==> src/rtl/spi_param_port.sv <==
// SPI slave port that streams framed parameter words out of a memory on MISO and writes
// framed words received on MOSI back into memory. Optional error counter: SPI_PARAM_PORT_ERRCNT_EN.
module spi_param_port #(
  parameter int PARAM_WIDTH = 36,
  parameter int CHUNK_WIDTH = 18,
  parameter int ADDR_WIDTH  = 8,
  parameter int CPOL        = 0,
  parameter int ERR_WIDTH   = 8
) (
  input  logic                   clk,
  input  logic                   rst_n,
  input  logic                   spi_SCLK,
  input  logic                   spi_SSEL,
  input  logic                   spi_MOSI,
  output logic                   spi_MISO,
  output logic [ADDR_WIDTH-1:0]  rd_addr,
  input  logic [PARAM_WIDTH-1:0] rd_data,
  output logic [ADDR_WIDTH-1:0]  wr_addr,
  output logic [PARAM_WIDTH-1:0] wr_data,
  output logic                   wr_enable,
  output logic                   valid,
  output logic [ERR_WIDTH-1:0]   err_count
);

  localparam int NCHUNK      = PARAM_WIDTH / CHUNK_WIDTH;
  localparam int PACKET_SIZE = PARAM_WIDTH + 2 * NCHUNK;
  localparam int SEG         = CHUNK_WIDTH + 2;
  localparam int CNT_W       = $clog2(PACKET_SIZE);
  localparam logic CPOL_L    = (CPOL != 0);

  if (PARAM_WIDTH % CHUNK_WIDTH != 0) begin : g_width_check
    $error("PARAM_WIDTH must be a multiple of CHUNK_WIDTH");
  end

  typedef enum logic [1:0] {ST_IDLE, ST_PRELOAD, ST_SHIFT} state_e;

  function automatic logic [PACKET_SIZE-1:0] frame_word(input logic [PARAM_WIDTH-1:0] w);
    logic [PACKET_SIZE-1:0] f;
    f = '0;
    for (int i = 0; i < NCHUNK; i++) begin
      f[PACKET_SIZE-1-i*SEG -: 2] = (i == 0) ? 2'b01 : 2'b10;
      f[PACKET_SIZE-3-i*SEG -: CHUNK_WIDTH] = w[PARAM_WIDTH-1-i*CHUNK_WIDTH -: CHUNK_WIDTH];
    end
    return f;
  endfunction

  function automatic logic frame_ok(input logic [PACKET_SIZE-1:0] p);
    logic ok;
    ok = 1'b1;
    for (int i = 0; i < NCHUNK; i++) begin
      if (p[PACKET_SIZE-1-i*SEG -: 2] != ((i == 0) ? 2'b01 : 2'b10)) ok = 1'b0;
    end
    return ok;
  endfunction

  function automatic logic [PARAM_WIDTH-1:0] payload_of(input logic [PACKET_SIZE-1:0] p);
    logic [PARAM_WIDTH-1:0] pl;
    pl = '0;
    for (int i = 0; i < NCHUNK; i++) begin
      pl[PARAM_WIDTH-1-i*CHUNK_WIDTH -: CHUNK_WIDTH] = p[PACKET_SIZE-3-i*SEG -: CHUNK_WIDTH];
    end
    return pl;
  endfunction

  // Synchronizers; the third SCLK/SSEL stage is edge-detect history.
  logic [2:0] sclk_sync_q, sclk_sync_d;
  logic [2:0] ssel_sync_q, ssel_sync_d;
  logic [1:0] mosi_sync_q, mosi_sync_d;

  always_comb begin
    sclk_sync_d = {sclk_sync_q[1:0], spi_SCLK};
    ssel_sync_d = {ssel_sync_q[1:0], spi_SSEL};
    mosi_sync_d = {mosi_sync_q[0], spi_MOSI};
  end

  // SSEL history resets to "asserted" so a select held low across reset never looks like a new falling edge.
  always_ff @(posedge clk or negedge rst_n) begin
    if (!rst_n) begin
      sclk_sync_q <= {3{CPOL_L}};
      ssel_sync_q <= 3'b000;
      mosi_sync_q <= 2'b00;
    end else begin
      sclk_sync_q <= sclk_sync_d;
      ssel_sync_q <= ssel_sync_d;
      mosi_sync_q <= mosi_sync_d;
    end
  end

  logic sclk_cur, sclk_prev, lead, trail, ssel_now, ssel_fall, mosi_s;
  assign sclk_cur  = sclk_sync_q[1] ^ CPOL_L;
  assign sclk_prev = sclk_sync_q[2] ^ CPOL_L;
  assign lead      = sclk_cur & ~sclk_prev;
  assign trail     = ~sclk_cur & sclk_prev;
  assign ssel_now  = ssel_sync_q[1];
  assign ssel_fall = ssel_sync_q[2] & ~ssel_sync_q[1];
  assign mosi_s    = mosi_sync_q[1];

  state_e                 state_q, state_d;
  logic                   pre_cnt_q, pre_cnt_d;
  logic [CNT_W-1:0]       bit_cnt_q, bit_cnt_d;
  logic [PACKET_SIZE-2:0] rx_q, rx_d;
  logic [PACKET_SIZE-1:0] tx_q, tx_d;
  logic [ADDR_WIDTH-1:0]  rd_addr_q, rd_addr_d;
  logic [ADDR_WIDTH-1:0]  wr_addr_q, wr_addr_d;
  logic [ADDR_WIDTH-1:0]  pkt_idx_q, pkt_idx_d;
  logic [PARAM_WIDTH-1:0] wr_data_q, wr_data_d;
  logic                   wr_en_q, wr_en_d;
  logic                   valid_q, valid_d;
  logic [1:0]             reload_q, reload_d;
  logic [PACKET_SIZE-1:0] rx_pkt;
  logic                   pkt_done, pkt_good;

  always_comb begin
    state_d   = state_q;
    pre_cnt_d = pre_cnt_q;
    bit_cnt_d = bit_cnt_q;
    rx_d      = rx_q;
    tx_d      = tx_q;
    rd_addr_d = rd_addr_q;
    wr_addr_d = wr_addr_q;
    pkt_idx_d = pkt_idx_q;
    wr_data_d = wr_data_q;
    wr_en_d   = 1'b0;
    valid_d   = valid_q;
    reload_d  = {reload_q[0], 1'b0};
    pkt_done  = 1'b0;
    pkt_good  = 1'b0;
    rx_pkt    = {rx_q, mosi_s};
    case (state_q)
      ST_IDLE: begin
        rd_addr_d = '0;
        pkt_idx_d = '0;
        bit_cnt_d = '0;
        rx_d      = '0;
        tx_d      = '0;
        reload_d  = 2'b00;
        pre_cnt_d = 1'b0;
        if (ssel_fall) state_d = ST_PRELOAD;
      end
      ST_PRELOAD: begin
        pre_cnt_d = 1'b1;
        if (ssel_now) begin
          state_d = ST_IDLE;
        end else if (pre_cnt_q) begin
          tx_d    = frame_word(rd_data);
          state_d = ST_SHIFT;
        end
      end
      ST_SHIFT: begin
        if (ssel_now) begin
          state_d = ST_IDLE;
        end else begin
          if (lead) begin
            rx_d = rx_pkt[PACKET_SIZE-2:0];
            if (bit_cnt_q == CNT_W'(PACKET_SIZE - 1)) begin
              bit_cnt_d = '0;
              pkt_done  = 1'b1;
            end else begin
              bit_cnt_d = bit_cnt_q + CNT_W'(1);
            end
          end
          // The trailing edge right after a completed packet must not shift: the reload
          // has already placed the next packet's MSB on MISO.
          if (reload_q[1]) begin
            tx_d = frame_word(rd_data);
          end else if (trail && bit_cnt_q != '0) begin
            tx_d = {tx_q[PACKET_SIZE-2:0], 1'b0};
          end
          if (pkt_done) begin
            rd_addr_d   = rd_addr_q + ADDR_WIDTH'(1);
            reload_d[0] = 1'b1;
            wr_addr_d   = pkt_idx_q;
            pkt_idx_d   = pkt_idx_q + ADDR_WIDTH'(1);
            pkt_good    = frame_ok(rx_pkt);
            valid_d     = pkt_good;
            if (pkt_good) begin
              wr_en_d   = 1'b1;
              wr_data_d = payload_of(rx_pkt);
            end
          end
        end
      end
      default: state_d = ST_IDLE;
    endcase
  end

  always_ff @(posedge clk or negedge rst_n) begin
    if (!rst_n) begin
      state_q   <= ST_IDLE;
      pre_cnt_q <= 1'b0;
      bit_cnt_q <= '0;
      rx_q      <= '0;
      tx_q      <= '0;
      rd_addr_q <= '0;
      wr_addr_q <= '0;
      pkt_idx_q <= '0;
      wr_data_q <= '0;
      wr_en_q   <= 1'b0;
      valid_q   <= 1'b0;
      reload_q  <= 2'b00;
    end else begin
      state_q   <= state_d;
      pre_cnt_q <= pre_cnt_d;
      bit_cnt_q <= bit_cnt_d;
      rx_q      <= rx_d;
      tx_q      <= tx_d;
      rd_addr_q <= rd_addr_d;
      wr_addr_q <= wr_addr_d;
      pkt_idx_q <= pkt_idx_d;
      wr_data_q <= wr_data_d;
      wr_en_q   <= wr_en_d;
      valid_q   <= valid_d;
      reload_q  <= reload_d;
    end
  end

`ifdef SPI_PARAM_PORT_ERRCNT_EN
  logic [ERR_WIDTH-1:0] err_q, err_d;

  always_comb begin
    err_d = err_q;
    if (pkt_done && !pkt_good && err_q != '1) err_d = err_q + ERR_WIDTH'(1);
  end

  always_ff @(posedge clk or negedge rst_n) begin
    if (!rst_n) err_q <= '0;
    else        err_q <= err_d;
  end

  assign err_count = err_q;
`else
  assign err_count = '0;
`endif

  assign spi_MISO  = (state_q != ST_IDLE) && tx_q[PACKET_SIZE-1];
  assign rd_addr   = rd_addr_q;
  assign wr_addr   = wr_addr_q;
  assign wr_data   = wr_data_q;
  assign wr_enable = wr_en_q;
  assign valid     = valid_q;

endmodule

==> config.mk <==
export PLATFORM = sky130hd
export DESIGN_NAME = spi_param_port
export DESIGN_NICKNAME = d
export VERILOG_FILES = /design/src/rtl/spi_param_port.sv
export SDC_FILE = /design/constraint.sdc
export NUM_CORES = 1
export LEC_CHECK = 0
export CAP_MARGIN = 20
export CORE_MARGIN = 5
export CORE_UTILIZATION = 54
export DETAILED_ROUTE_END_ITERATION = 10
export MAX_ROUTING_LAYER = met4
export PLACE_DENSITY_LB_ADDON = 0.2
export SYNTH_ARGS = -nofsm -noshare
export SYNTH_HDL_FRONTEND = slang
export SYNTH_SLANG_ARGS = --single-unit
==> constraint.sdc <==
create_clock -name clk -period 2.78 [get_ports clk]
set_input_delay 0.417 -clock clk [delete_from_list [all_inputs] [get_ports clk]]
set_output_delay 0.417 -clock clk [all_outputs]
set_load 0.005 [all_outputs]
==> impl_metrics.py, run 1 <==
metrics = {
    "cts": {
        "cts.sinks": 160,
        "cts_max_level": 4,
        "cts_buffers": 17,
        "cts_hold_buf": 0,
        "cts_root_buffer": "clkbuf_16",
        "post_cts_resized": 0,
        "cts_tree": "built",
        "post_cts_buffers": 0,
        "clk_pin_slew_ns": 0.06,
        "clk_latency_ns": 0.42,
        "clock_path_buffers": 2,
    },
    "synthesis": {
        "ys_types": 46,
        "mappedNetlistArea_um2": 6749,
        "synth-seq-area-share_pct": 59.33,
        "synth_edf_count": 0,
        "synth_ff_type": "dfrtp_1",
        "ys_ff_latch": 160,
        "syn-mean-instance-area_um2": 13.18,
        "synthCells": 512,
        "ys_warn_count": 0,
        "asyncSetResetFlopFracSynth_pct": 100.0,
    },
    "routing": {
        "drt_iter0_markers": 387,
        "antenna_left": 0,
        "drc": 0,
        "vias": 4410,
        "wl_per_cell_um": 17.80,
        "viasPerCell": 5.596,
        "routed_wl_um": 14030,
        "drt_first_pass_iters": 4,
    },
    "layout": {
        "finalNonFillerCells": 788,
        "final_util_pct": 69.92,
        "final_cell_mix": "160 x dfrtp_1, 94 x clkdlybuf4s50_1, 76 x a22o_1",
        "layout-drive-gt1-share_pct": 19.68,
        "fillers": 872,
        "antenna_cells": 0,
        "final_common_cell": "dfrtp_1",
        "nNetsFinal": 656,
        "syn_to_final_growth_pct": 25.47,
        "final_cell_area_um2": 8468,
    },
    "critical_path": {
        "cp.arrival_ns": 2.72,
        "r2r_start": "state_q[0]",
        "path_class": "register to register",
        "cp.required_ns": 3.08,
        "cp_max_fo": 34,
        "cp-start-kind": "register",
        "cp-end-kind": "register",
        "critPathLaunch": "state_q[0]",
    },
    "floorplan": {
        "ioPinCount": 104,
        "start_util_pct": 55.72,
        "dieArea_um2": 14830,
        "die_h_um": 121.8,
        "core_area_um2": 12110,
        "row_count": 40,
        "die_x_um": 121.8,
    },
    "placement": {
        "dpl-instance-area_um2": 7853,
        "hpwl_um": 8938,
        "dp.cells": 757,
        "gp_congestion": 0.7796,
        "io_buffers": 95,
    },
    "timing": {
        "hold_viol": 0,
        "hold-worst-slack_ns": 0.01214,
        "period_minus_slack_ns": 2.420,
        "setup_tns_ns": 0,
        "worst_slew_pin_slew_ns": 0.7815,
        "fin_worst_skew_ns": 0.008397,
        "fin_crit_sh_pct": 87.05,
        "fmax_mhz": 413.2,
        "maxSlewHeadroom_pct": 47.90,
        "setup_viol": 0,
        "rsz0062_at_grt": "false",
        "slew_viol_final": 0,
    },
    "power_and_ir_drop": {
        "p_leak_nw": 4.110,
        "ir_drop_mv": 0.6221,
        "power_density_nw_per_um2": 822.6,
    },
    "global_routing": {
        "grt_usage_pct": 20.74,
        "grt_overflow": 0,
        "grt_pass1_wl_um": 23610,
        "grt_pass1_vias": 4590,
        "grt_max_degree": 80,
        "grt_antenna_before_repair": 0,
    },
    "outcome": {
        "status": "complete, no violations",
    },
    "hold_path": {
        "hp-class": "primary input to async pin",
    },
    "job": {
        "cap_violations": 0,
    },
}
Yosys cell counts, types with 6 or more instances:
master    count  area share, %
a211o_1       6           0.78
a21oi_1      10           0.74
a22o_1       76            9.9
and3_1        6           0.56
buf_2        13           0.96
buf_4         8           0.89
clkbuf_1     10           0.56
dfrtp_1     160             59
ha_1          7            1.3
inv_1        14           0.78
mux2_2       53            8.8
mux2_4       18            4.0
mux2i_1       6           0.89
nand2_1      40            2.2
nor2_1       12           0.67
path summary, 6_finish.rpt:
path / end / slack (ns) / cells past startpoint
worst max-delay path: wr_data[15] / 0.36 / 8
worst max register to register: wr_data[15] / 0.36 / 8
max in group asynchronous: rd_addr[6] / 1.98 / 2
min in group clk: mosi_sync_q[1] / 0.35 / 0
worst min-delay path: tx_q[36] / 0.01 / 1
worst min register to register: mosi_sync_q[1] / 0.35 / 0
per-stage QoR:
step | setup WS, ns | total power, mW
6_report | 0.3599 | 6.966
5_1_grt | 0.2006 | 7.308
4_1_cts | 0.3554 | 7.011
3_5_place_dp | 0.3992 | 4.555
3_3_place_gp | 0.4856 | 4.490
2_1_floorplan | 0.7879 | 4.070
routing by layer:
layer	vias to the layer above	GRT usage [%]	part of all wire, %
li1	2042	-	-
met1	2225	28.54	46
met2	127	30.90	47
met3	16	4.689	5.8
met4	0	6.793	1.2
met5	-	-	0
critical path: stages (launching register included):
cell	delay, ns
dfrtp_1	0.38
inv_1	0.09
ha_1	0.31
and4bb_4	0.28
nand3_4	0.21
inv_2	0.06
nand4_1	0.11
buf_4	0.45
mux2_2	0.40
sequential cells by signal, summed over array words and instances, names as in the netlist, 3 cells and up:
signal,cells
ssel_sync_q,3
wr_data,36
rx_q,39
tx_q,40
pkt_idx_q,8
sclk_sync_q,3
rd_addr,8
bit_cnt_q,6
wr_addr,8
report_power, final:
group / leakage (nW) / total [mW] / switching (mW) / internal (mW)
registers: 2.21 / 2.72 / 0.132 / 2.59
logic: 1.61 / 1.81 / 1.04 / 0.769
clock network: 0.291 / 2.44 / 0.928 / 1.51
layout make-up:
type	instances	area [um^2]	share of cell area, %
clock buffer	19	432.9	5.112
timing repair buffer	109	1070	12.63
sequential	160	4004	47.28
clock inverter	12	182.7	2.157
multi-input combinational	305	2512	29.67
inverter	15	56.30	0.6649
tap	168	210.2	2.482
logic make-up after synthesis:
group | after synthesis | share of synthesized area (%)
adder cells (fa/ha/maj) | 7 | 1.298
buffers and inverters | 54 | 4.023
other | 1 | 0.05556
XOR/XNOR | 4 | 0.5190
multiplexers | 78 | 13.90
flip-flops | 160 | 59.33
AND/OR/NAND/NOR | 95 | 7.323
AO/OA/AOI/OAI | 113 | 13.55
Power figures use the tool's default switching activity.
==> inputs of run 2 (changes only) <==
- CTS_BUF_LIST: default -> sky130_fd_sc_hd__clkbuf_16
==> run 2 against run 1 <==
  * Worst hold slack improved by 0.00053 ns
  * Via count rose by 0.23%
  * Combinational power barely moved
  * Sequential share of layout area did not move
  * Register-to-register slack barely moved
  * Total power fell by 0.15%
  * Global-route usage did not move
  * Clock skew barely moved
  * Largest cell class unchanged
==> impl_metrics.py, run 2 (synthesized netlist as in run 1, its figures left out) <==
metrics = {
    "timing": {
        "setup_viol": 0,
        "fmax_mhz": 412.4,
        "hold_viol": 0,
        "fin_worst_skew_ns": 0.008640,
        "maxSlewHeadroom_pct": 48.86,
        "setup_ws_ns": 0.3554,
        "period_minus_slack_ns": 2.425,
        "setup_tns_ns": 0,
        "rsz0062_at_grt": "false",
        "fin_crit_sh_pct": 87.21,
        "slew_viol_final": 0,
        "worst_slew_pin_slew_ns": 0.7671,
    },
    "critical_path": {
        "crit_chain": "inv_1 -> ha_1 -> and4bb_4 -> nand3_4 -> inv_2 -> nand4_1 -> buf_4 -> mux2_2",
        "endpoint": "wr_data[15]",
        "critPathSlowestCell": "buf_4",
        "r2r_start": "state_q[0]",
        "cp.arrival_ns": 2.73,
        "r2r-end": "wr_data[15]",
        "path_class": "register to register",
        "cp_num_cells": 8,
        "cp_max_fo": 34,
        "reg2regPathDepth": 8,
        "cp-start-kind": "register",
        "cp_slowest_stage_delay_ns": 0.45,
        "crit_family": "buffers and inverters",
        "cp.required_ns": 3.08,
        "critPathLaunch": "state_q[0]",
        "reg2reg_slack_ns": 0.36,
        "cp-end-kind": "register",
        "critPathBufInv": 3,
    },
    "cts": {
        "cts_hold_buf": 0,
        "cts_max_level": 4,
        "cts_buffers": 17,
        "cts_root_buffer": "clkbuf_16",
        "post_cts_buffers": 0,
        "cts_tree": "built",
        "clk_pin_slew_ns": 0.06,
        "clock_path_buffers": 2,
        "clk_latency_ns": 0.42,
        "post_cts_resized": 0,
        "cts.sinks": 160,
    },
    "power_and_ir_drop": {
        "p_sw_mw": 2.100,
        "p_int_mw": 4.855,
        "sw_frac_of_total_pct": 30.20,
        "p_leak_nw": 4.118,
        "p_total_mw": 6.955,
        "comb_power_share_pct": 26.0,
        "power_density_nw_per_um2": 821.3,
        "ir_drop_mv": 0.6223,
        "p_seq_share_pct": 39.1,
        "clkPwrFrac_pct": 34.9,
    },
    "routing": {
        "viasPerCell": 5.609,
        "vias": 4420,
        "antenna_left": 0,
        "drc": 0,
        "drt_first_pass_iters": 4,
        "wl_per_cell_um": 17.78,
        "routed_wl_um": 14010,
        "drt_iter0_markers": 388,
    },
    "floorplan": {
        "row_count": 40,
        "dieArea_um2": 14830,
        "start_util_pct": 55.72,
        "die_h_um": 121.8,
        "die_x_um": 121.8,
        "core_area_um2": 12110,
        "ioPinCount": 104,
    },
    "global_routing": {
        "grt_pass1_vias": 4590,
        "grt_usage_pct": 20.74,
        "grt_overflow": 0,
        "grt_antenna_before_repair": 0,
        "grt_max_degree": 80,
        "grt_pass1_wl_um": 23610,
    },
    "layout": {
        "layout-drive-gt1-share_pct": 19.68,
        "antenna_cells": 0,
        "final_cell_mix": "160 x dfrtp_1, 94 x clkdlybuf4s50_1, 76 x a22o_1",
        "final_util_pct": 69.92,
        "largest_register": "tx_q",
        "largest_register_ffs": 40,
        "nNetsFinal": 656,
        "final_common_cell": "dfrtp_1",
        "syn_to_final_growth_pct": 25.47,
        "final_cell_area_um2": 8468,
    },
    "placement": {
        "io_buffers": 95,
        "hpwl_um": 8938,
        "place_ws_ns": 0.3992,
        "dpl-instance-area_um2": 7853,
        "gp_congestion": 0.7796,
    },
    "hold_path": {
        "hp-class": "primary input to async pin",
    },
    "outcome": {
        "status": "complete, no violations",
    },
    "job": {
        "cap_violations": 0,
    },
}
[run 2: power by group through the flow]
stage	sequential (mW)	combinational [mW]	clock (mW)
3_5_place_dp	2.76	1.80	0
4_1_cts	2.72	1.81	2.47
2_1_floorplan	2.72	1.35	0
6_report	2.72	1.81	2.43
5_1_grt	2.75	1.97	2.58
3_3_place_gp	2.74	1.75	0
[run 2: layout make-up]
cell class	count	area, um^2
fillers	872	3643
clock buffers	17	425.4
flip-flops and latches	160	4004
multi-input cells	305	2512
inverters	15	56.30
repair buffers	109	1070
well taps	168	210.2
clock inverters	14	190.2
[run 2: how the worst min path moves through the flow]
| stage | startpoint | to | slack [ns] | depth (start not counted) |
|---|---|---|---|---|
| 2_1_floorplan | rst_n | bit_cnt_q[0] | 0.12 | 0 |
| 3_3_place_gp | ssel_sync_q[0] | ssel_sync_q[1] | 0.34 | 0 |
| 3_5_place_dp | ssel_sync_q[0] | ssel_sync_q[1] | 0.34 | 0 |
| 4_1_cts | rst_n | tx_q[36] | 0.05 | 1 |
| 5_1_grt | rst_n | tx_q[36] | 0.07 | 1 |
| 6_report | rst_n | tx_q[36] | 0.01 | 1 |
[run 2: per-layer routing]
layer	track usage, %	wire (um)	part of all wire, %	up-vias
met5	-	0	0	-
met4	6.793	165	1.2	0
met3	4.689	890	6.4	14
met2	30.90	6598	47	145
met1	28.54	6354	45	2216
li1	-	-	-	2045
[run 2: through the flow]
step	instances	hold WS (ns)
floorplan	519	0.1214
global placement	757	0.3374
detailed placement	757	0.3389
CTS	788	0.05249
global route	788	0.07484
finish	788	0.01268
